<file path="config.mk">
export PLATFORM = sky130hd
export DESIGN_NAME = tt_um_serial_subtractor_flat
export DESIGN_NICKNAME = d
export VERILOG_FILES = /design/src/rtl/tt_um_serial_subtractor_if.sv /design/src/rtl/tt_um_serial_subtractor.sv /design/src/flat_wrapper.sv
export SDC_FILE = /design/constraint.sdc
export NUM_CORES = 1
export LEC_CHECK = 0
export ABC_AREA = 1
export ABC_CLOCK_PERIOD_IN_PS = 2900
export CAP_MARGIN = 20
export CELL_PAD_IN_SITES_DETAIL_PLACEMENT = 0
export CELL_PAD_IN_SITES_GLOBAL_PLACEMENT = 2
export CORE_MARGIN = 1
export CORE_UTILIZATION = 30
export CTS_CLUSTER_DIAMETER = 80
export DETAILED_ROUTE_END_ITERATION = 8
export PLACE_DENSITY_LB_ADDON = 0.05
export SYNTH_ARGS = -nofsm -noshare
export SYNTH_HDL_FRONTEND = slang
export SYNTH_SLANG_ARGS = --single-unit
</file>
<file path="constraint.sdc">
create_clock -name clk -period 2.9 [get_ports clk]
set_clock_uncertainty 0.1 [all_clocks]
set_input_delay 0.58 -clock clk [delete_from_list [all_inputs] [get_ports clk]]
set_output_delay 0.58 -clock clk [all_outputs]
set_load 0.02 [all_outputs]
</file>
<file path="src/rtl/tt_um_serial_subtractor_if.sv">
// Tiny Tapeout tile bus for the serial subtractor: operand/control inputs, result/status outputs.
interface tt_um_serial_subtractor_if;
  logic [7:0] ui_in;
  logic [7:0] uio_in;
  logic [7:0] uo_out;
  logic [7:0] uio_out;
  logic [7:0] uio_oe;

  modport master (
    output ui_in,
    output uio_in,
    input  uo_out,
    input  uio_out,
    input  uio_oe
  );

  modport slave (
    input  ui_in,
    input  uio_in,
    output uo_out,
    output uio_out,
    output uio_oe
  );
endinterface

</file>
<file path="src/rtl/tt_um_serial_subtractor.sv">
// Multi-cycle borrow-chained subtractor, STEP bits per clock, computing A - B - borrow_in.
// Optional macro SUB_OVF_FLAG_EN adds a registered two's-complement overflow flag on uio_out[4].
module tt_um_serial_subtractor #(
  parameter int unsigned STEP = 1
) (
  input  logic                            clk,
  input  logic                            rst_n,
  input  logic                            ena,
  tt_um_serial_subtractor_if.slave        bus
);

  localparam int unsigned NSTEPS = 8 / STEP;
  localparam int unsigned CW     = (NSTEPS > 1) ? $clog2(NSTEPS) : 1;
  localparam logic [CW-1:0] LAST = CW'(NSTEPS - 1);

  typedef enum logic [1:0] {IDLE, RUN, DONE} state_t;
  state_t state, state_d;

  logic [7:0]    a_reg, b_reg;
  logic [7:0]    a_w, b_w, res_w;
  logic [7:0]    res_q;
  logic [CW-1:0] cnt;
  logic          brw, borrow_q;
  logic          ld_a_q, ld_b_q, start_q;
  logic          ld_a_edge, ld_b_edge, start_edge, last_step;
  logic [STEP:0] step_diff;
  logic [7:0]    res_next;
  logic          ovf_bit;
  logic          unused_uio;

  assign unused_uio = &{1'b0, bus.uio_in[7:4]};

  assign ld_a_edge  = bus.uio_in[0] & ~ld_a_q;
  assign ld_b_edge  = bus.uio_in[1] & ~ld_b_q;
  assign start_edge = bus.uio_in[2] & ~start_q;
  assign last_step  = (cnt == LAST);

  // One STEP-wide slice; the extra top bit is the borrow out of the slice.
  assign step_diff = {1'b0, a_w[STEP-1:0]} - {1'b0, b_w[STEP-1:0]} - (STEP+1)'(brw);
  assign res_next  = 8'({step_diff[STEP-1:0], res_w} >> STEP);

  always_ff @(posedge clk or negedge rst_n) begin
    if (!rst_n) state <= IDLE;
    else        state <= state_d;
  end

  always_comb begin
    state_d = state;
    if (ena) begin
      case (state)
        IDLE, DONE: if (start_edge) state_d = RUN;
        RUN:        if (last_step)  state_d = DONE;
        default:    state_d = IDLE;
      endcase
    end
  end

  always_ff @(posedge clk or negedge rst_n) begin
    if (!rst_n) begin
      a_reg    <= '0;
      b_reg    <= '0;
      a_w      <= '0;
      b_w      <= '0;
      res_w    <= '0;
      res_q    <= '0;
      cnt      <= '0;
      brw      <= 1'b0;
      borrow_q <= 1'b0;
      ld_a_q   <= 1'b0;
      ld_b_q   <= 1'b0;
      start_q  <= 1'b0;
    end else if (ena) begin
      ld_a_q  <= bus.uio_in[0];
      ld_b_q  <= bus.uio_in[1];
      start_q <= bus.uio_in[2];
      if (state == RUN) begin
        a_w   <= a_w >> STEP;
        b_w   <= b_w >> STEP;
        res_w <= res_next;
        brw   <= step_diff[STEP];
        cnt   <= cnt + CW'(1);
        if (last_step) begin
          res_q    <= res_next;
          borrow_q <= step_diff[STEP];
        end
      end else if (start_edge) begin
        a_w   <= a_reg;
        b_w   <= b_reg;
        brw   <= bus.uio_in[3];
        res_w <= '0;
        cnt   <= '0;
      end else begin
        if (ld_a_edge) a_reg <= bus.ui_in;
        if (ld_b_edge) b_reg <= bus.ui_in;
      end
    end
  end

`ifdef SUB_OVF_FLAG_EN
  logic ovf_q;

  // Operand sign bits come from A_reg/B_reg, which cannot change while running.
  always_ff @(posedge clk or negedge rst_n) begin
    if (!rst_n) begin
      ovf_q <= 1'b0;
    end else if (ena && state == RUN && last_step) begin
      ovf_q <= (a_reg[7] ^ b_reg[7]) & (res_next[7] ^ a_reg[7]);
    end
  end

  assign ovf_bit    = ovf_q;
  assign bus.uio_oe = 8'b1111_0000;
`else
  assign ovf_bit    = 1'b0;
  assign bus.uio_oe = 8'b1110_0000;
`endif

  assign bus.uo_out  = res_q;
  assign bus.uio_out = {state == RUN, state == DONE, borrow_q, ovf_bit, 4'b0000};

endmodule

</file>
<file path="src/flat_wrapper.sv">
// flat-port wrapper written by rule: the top's interface ports become plain ports
module tt_um_serial_subtractor_flat 
#(
  parameter int unsigned STEP = 1
)
  (clk, rst_n, ena, bus_ui_in, bus_uio_in, bus_uo_out, bus_uio_out, bus_uio_oe);
  tt_um_serial_subtractor_if bus_i ();
  input  logic clk;
  input  logic rst_n;
  input  logic ena;
  input wire logic [$bits(bus_i.ui_in)-1:0] bus_ui_in;
  input wire logic [$bits(bus_i.uio_in)-1:0] bus_uio_in;
  output wire logic [$bits(bus_i.uo_out)-1:0] bus_uo_out;
  output wire logic [$bits(bus_i.uio_out)-1:0] bus_uio_out;
  output wire logic [$bits(bus_i.uio_oe)-1:0] bus_uio_oe;
  assign bus_i.ui_in = bus_ui_in;
  assign bus_i.uio_in = bus_uio_in;
  assign bus_uo_out = bus_i.uo_out;
  assign bus_uio_out = bus_i.uio_out;
  assign bus_uio_oe = bus_i.uio_oe;
  tt_um_serial_subtractor #(.STEP(STEP)) u_core (.clk(clk), .rst_n(rst_n), .ena(ena), .bus(bus_i));
endmodule
</file>
* Word level (Yosys, flattened, before mapping)
Cells that the tools add are included.
Operators by class: add/subtract/negate cells 3, eq/ne operators 5, multiplexer cells 13, bitwise gates (word level) 8, reductions and logical operators 8
Operators with widths (count):
- $mux 8 | 6
- $reduce_and 4->1 | 2
- $mux 3 | 2
- $reduce_and 3->1 | 2
- $not 1->1 | 5
- $mux 2 | 2
- $ne 2x1->1 const B | 2
- $pmux 2 s2 | 1
- $add 3x1->3 const B | 1
- $and 1x1->1 | 3
- $eq 3x3->1 const B | 1
- $eq 2x1->1 const B | 1
- $eq 2x2->1 const B | 1
- $logic_not 2->1 | 1
- $mux 1 | 2
- $reduce_and 2->1 | 1
- $reduce_bool 2->1 | 1
- $reduce_or 2->1 | 1
- $sub 1x1->2 | 1
- $sub 2x1->2 | 1
Storage, ports and cells: register bits after elaboration 58, input port bits 19, output and inout port bits 24

* Depth between registers and ports, before layout
depth after elaboration 4, gate-level depth with buffers 7, depth with buffers taken out 6

* Least setup slack after synthesis
Ideal clock, no wire load.
path kind register to output, from register u_core.state[0], to output bus_uio_out[6], arrival time 970 ps, data required time 2220 ps, path slack 1250 ps, stages on the path, launching flop included 4, path through dfrtp_1 buf_4 buf_2 nor2_1
Between the ends: longest elaborated chain between the ends 1
Ends and longest elaborated chain:
- start: declaration | line tt_um_serial_subtractor.sv:17 | state_t state, state_d;
- start signal: assignment | line tt_um_serial_subtractor.sv:44 | else state <= state_d;
- $eq 2x2->1 | line tt_um_serial_subtractor.sv:119 | assign bus.uio_out = {state == RUN, state == DONE, borrow_q, ovf_bit, 4'b0000};
- end: declaration | line flat_wrapper.sv:14 | output wire logic [$bits(bus_i.uio_out)-1:0] bus_uio_out;
Every way passes these cells.

* Worst setup path in the final report
from register u_core.state[0], to output bus_uio_out[7]
Between the ends: longest elaborated chain between the ends 1
Ends and longest elaborated chain (line):
- $eq 2x1->1 | tt_um_serial_subtractor.sv:119
Every way passes these cells.

==> results.py <==
metrics = {
    "run_status": {
        "status": "complete, no violations",
    },
    "synthesis": {
        "netlist.area_leader.share_pct": 53.0,
        "avgSynthCellArea_sq_um": 8.21,
        "yosys_warnings": 0,
        "synthFlopType": "dfrtp_1",
        "yosys.area.top_type": "dfrtp_1",
        "synthTopCellsByArea": "dfrtp_1 (53%), nand2_1 (23%), nand3_1 (8.9%)",
        "ys_top_cells_by_count": "nand2_1 (168), dfrtp_1 (57), nand3_1 (48), buf_4 (19), inv_1 (8)",
        "yosysMostFrequentCell": "nand2_1",
        "synth.distinct_cells": 19,
        "synth-async-reset-ratio_pct": 100,
        "ys_ff_latch": 57,
        "postSynthCellCount": 328,
        "synth-edff-count": 0,
        "seq_area_frac_synth_pct": 53.0,
        "syn_area_sq_um": 2690,
    },
    "critical_path": {
        "path_cells": "nand2_4, inv_1, clkdlybuf4s50_1",
        "slowest_stage": "dfrtp_1",
        "crit_fanout": 11,
        "cp.arrival_ns": 1.76,
        "path_class": "reg -> out",
        "startpoint_type": "register",
        "critical_path.max_stage_delay_ns": 0.66,
        "worstPathRequired_ns": 2.22,
        "crit_path_end_kind": "primary output",
        "critPathBufInv": 2,
        "crit_family": "buffers and inverters",
    },
    "cells_and_area": {
        "stdcell_count": 467,
        "area_growth_pct": 17.9,
        "fin_util_pct": 36.4,
        "num-nets-final": 377,
        "diodes": 0,
        "drive_gt1_share_pct": 9.19,
    },
    "timing": {
        "hold_slack_ns": 0.0475,
        "finalCritPeriodShare_pct": 84.0,
        "fin_tns_setup_ns": 0,
        "finalMaxSlewViolations": 0,
        "setup_slack_ns": 0.465,
        "tightest_slew_ns": 0.516,
        "finalHoldViolCount": 0,
        "relSlewSlack_pct": 65.6,
        "rsz0062_at_grt": "no",
        "max_freq_mhz": 411,
        "period_needed_ns": 2.44,
        "finalSetupViolCount": 0,
    },
    "die": {
        "die_w_um": 96.7,
        "io_pins": 43,
        "rows": 34,
        "start_util_pct": 30.9,
        "coreArea_sq_um": 8720,
        "die_y_um": 96.7,
        "dieArea_sq_um": 9350,
    },
    "placed_design": {
        "port_buffers": 25,
        "placedCellCount": 452,
        "dp_hpwl_um": 4090,
        "dp_slack_ns": 0.454,
        "gp_congestion": 0.712,
    },
    "global_routing": {
        "grt_max_degree": 29,
        "grt_usage_pct": 14.7,
        "grt_overflow_total": 0,
        "grt_pass1_vias": 2163,
        "grt_pass1_wl_um": 10800,
        "antenna_found_initial": 0,
    },
    "power_and_ir_drop": {
        "power_density_nw_per_um2": 908,
        "ir_drop_v": 0.000237,
        "cellLeakagePower_nw": 1.73,
    },
    "cts": {
        "cts.reportedPaths.clkPinSlew_ns": 0.07,
        "holdBufCountCts": 0,
        "post_cts_resized": 0,
        "cts_tree": "built",
        "htree_levels": 3,
        "cts_max_path_buffers": 2,
        "cts_made_buffers": 9,
        "cts-root-buf": "clkbuf_8",
        "clk_latency_ns": 0.33,
        "cts_setup_buffers": 0,
        "cts_sinks": 57,
    },
    "detailed_routing": {
        "drt_iter0_markers": 47,
        "post_drt_wl_per_cell_um": 12.9,
        "detail_route.vias_per_cell": 4.44,
        "via_count": 2073,
        "drc": 0,
        "drt-pass1-iter-count": 4,
        "antenna_left": 0,
        "routed_wl_um": 6050,
    },
    "worst_hold_path": {
        "hold_class": "in -> async",
    },
    "job": {
        "cap_violations": 0,
    },
}
==> worst reg2reg max path: cells and delay by family, from the launching register on <==
kind,cells,cell delay [ns]
buf+inv,1,0.30
flops,1,0.57
simple gates,5,0.90
==> area by class of cell <==
| class | count | area, sq um |
|---|---|---|
| multi-input combinational | 245 | 1080 |
| sequential | 57 | 1430 |
| clock inverter | 3 | 15.0 |
| clock buffer | 12 | 165 |
| timing repair buffer | 32 | 310 |
| inverter | 10 | 37.5 |
| fill | 953 | 5550 |
| tap | 108 | 135 |
==> cell usage in the layout, fill, tap and decap left out <==
cell and count:
nor3_4 1, nand3_1 48, ha_1 2, conb_1 13
buf_2 1, clkinv_2 3, inv_1 8, nand2_4 3
nand2_1 168, inv_2 2, buf_12 1, o21ai_0 1
clkdlybuf4s50_1 24, buf_4 6, dfrtp_1 57, nand3_2 2
fa_1 1, nor2_1 2, nand4_1 2, clkbuf_8 12
nor2_4 2
==> power breakdown <==
| part | total (W) | leakage [nW] | internal [W] | switching [W] |
|---|---|---|---|---|
| registers | 0.00126 | 0.756 | 0.00108 | 0.000183 |
| logic | 0.000943 | 0.875 | 0.000350 | 0.000593 |
| clock network | 0.000674 | 0.0980 | 0.000370 | 0.000304 |
| total | 0.00288 | 1.73 | 0.00180 | 0.00108 |
==> routing by layer <==
metal,track usage [%],vias up,wire length [um]
li1,-,1051,-
met1,17.3,975,2730
met2,25.3,39,2990
met3,4.77,8,246
met4,4.82,0,82
met5,0,-,0
==> final timing paths <==
kind                            startpoint               to  slack (ns)  cells after the start
setup / recovery           u_core.state[0]   bus_uio_out[7]        0.46                      3
min in group clk           u_core.b_reg[4]  u_core.b_reg[4]        0.37                      2
max in group asynchronous            rst_n    u_core.b_w[6]        2.08                      2
hold / removal                       rst_n       u_core.brw        0.05                      1
hold reg to reg            u_core.b_reg[4]  u_core.b_reg[4]        0.37                      2
setup reg to reg           u_core.state[0]    u_core.b_w[4]        0.96                      6
==> metrics by stage <==
step	area [sq um]	total power, W
final	3170	0.00288
after global routing	3170	0.00315
after CTS	3170	0.00294
after detailed placement	2990	0.00225
after global placement	2990	0.00223
after floorplan	2730	0.00196
==> kinds of logic (layout without fill, tap and decap cells) <==
family                   count (synthesis)  in the layout  share of synthesized area, %
AND/OR/NAND/NOR                        228            228                          36.5
AO/OA/AOI/OAI                            1              1                         0.186
buffers and inverters                   37             57                          8.32
adder cells (fa/ha/maj)                  3              3                          1.67
flip-flops                              57             57                          53.0
other                                    2             13                         0.279
No activity file was read; power rests on OpenSTA's default activity.
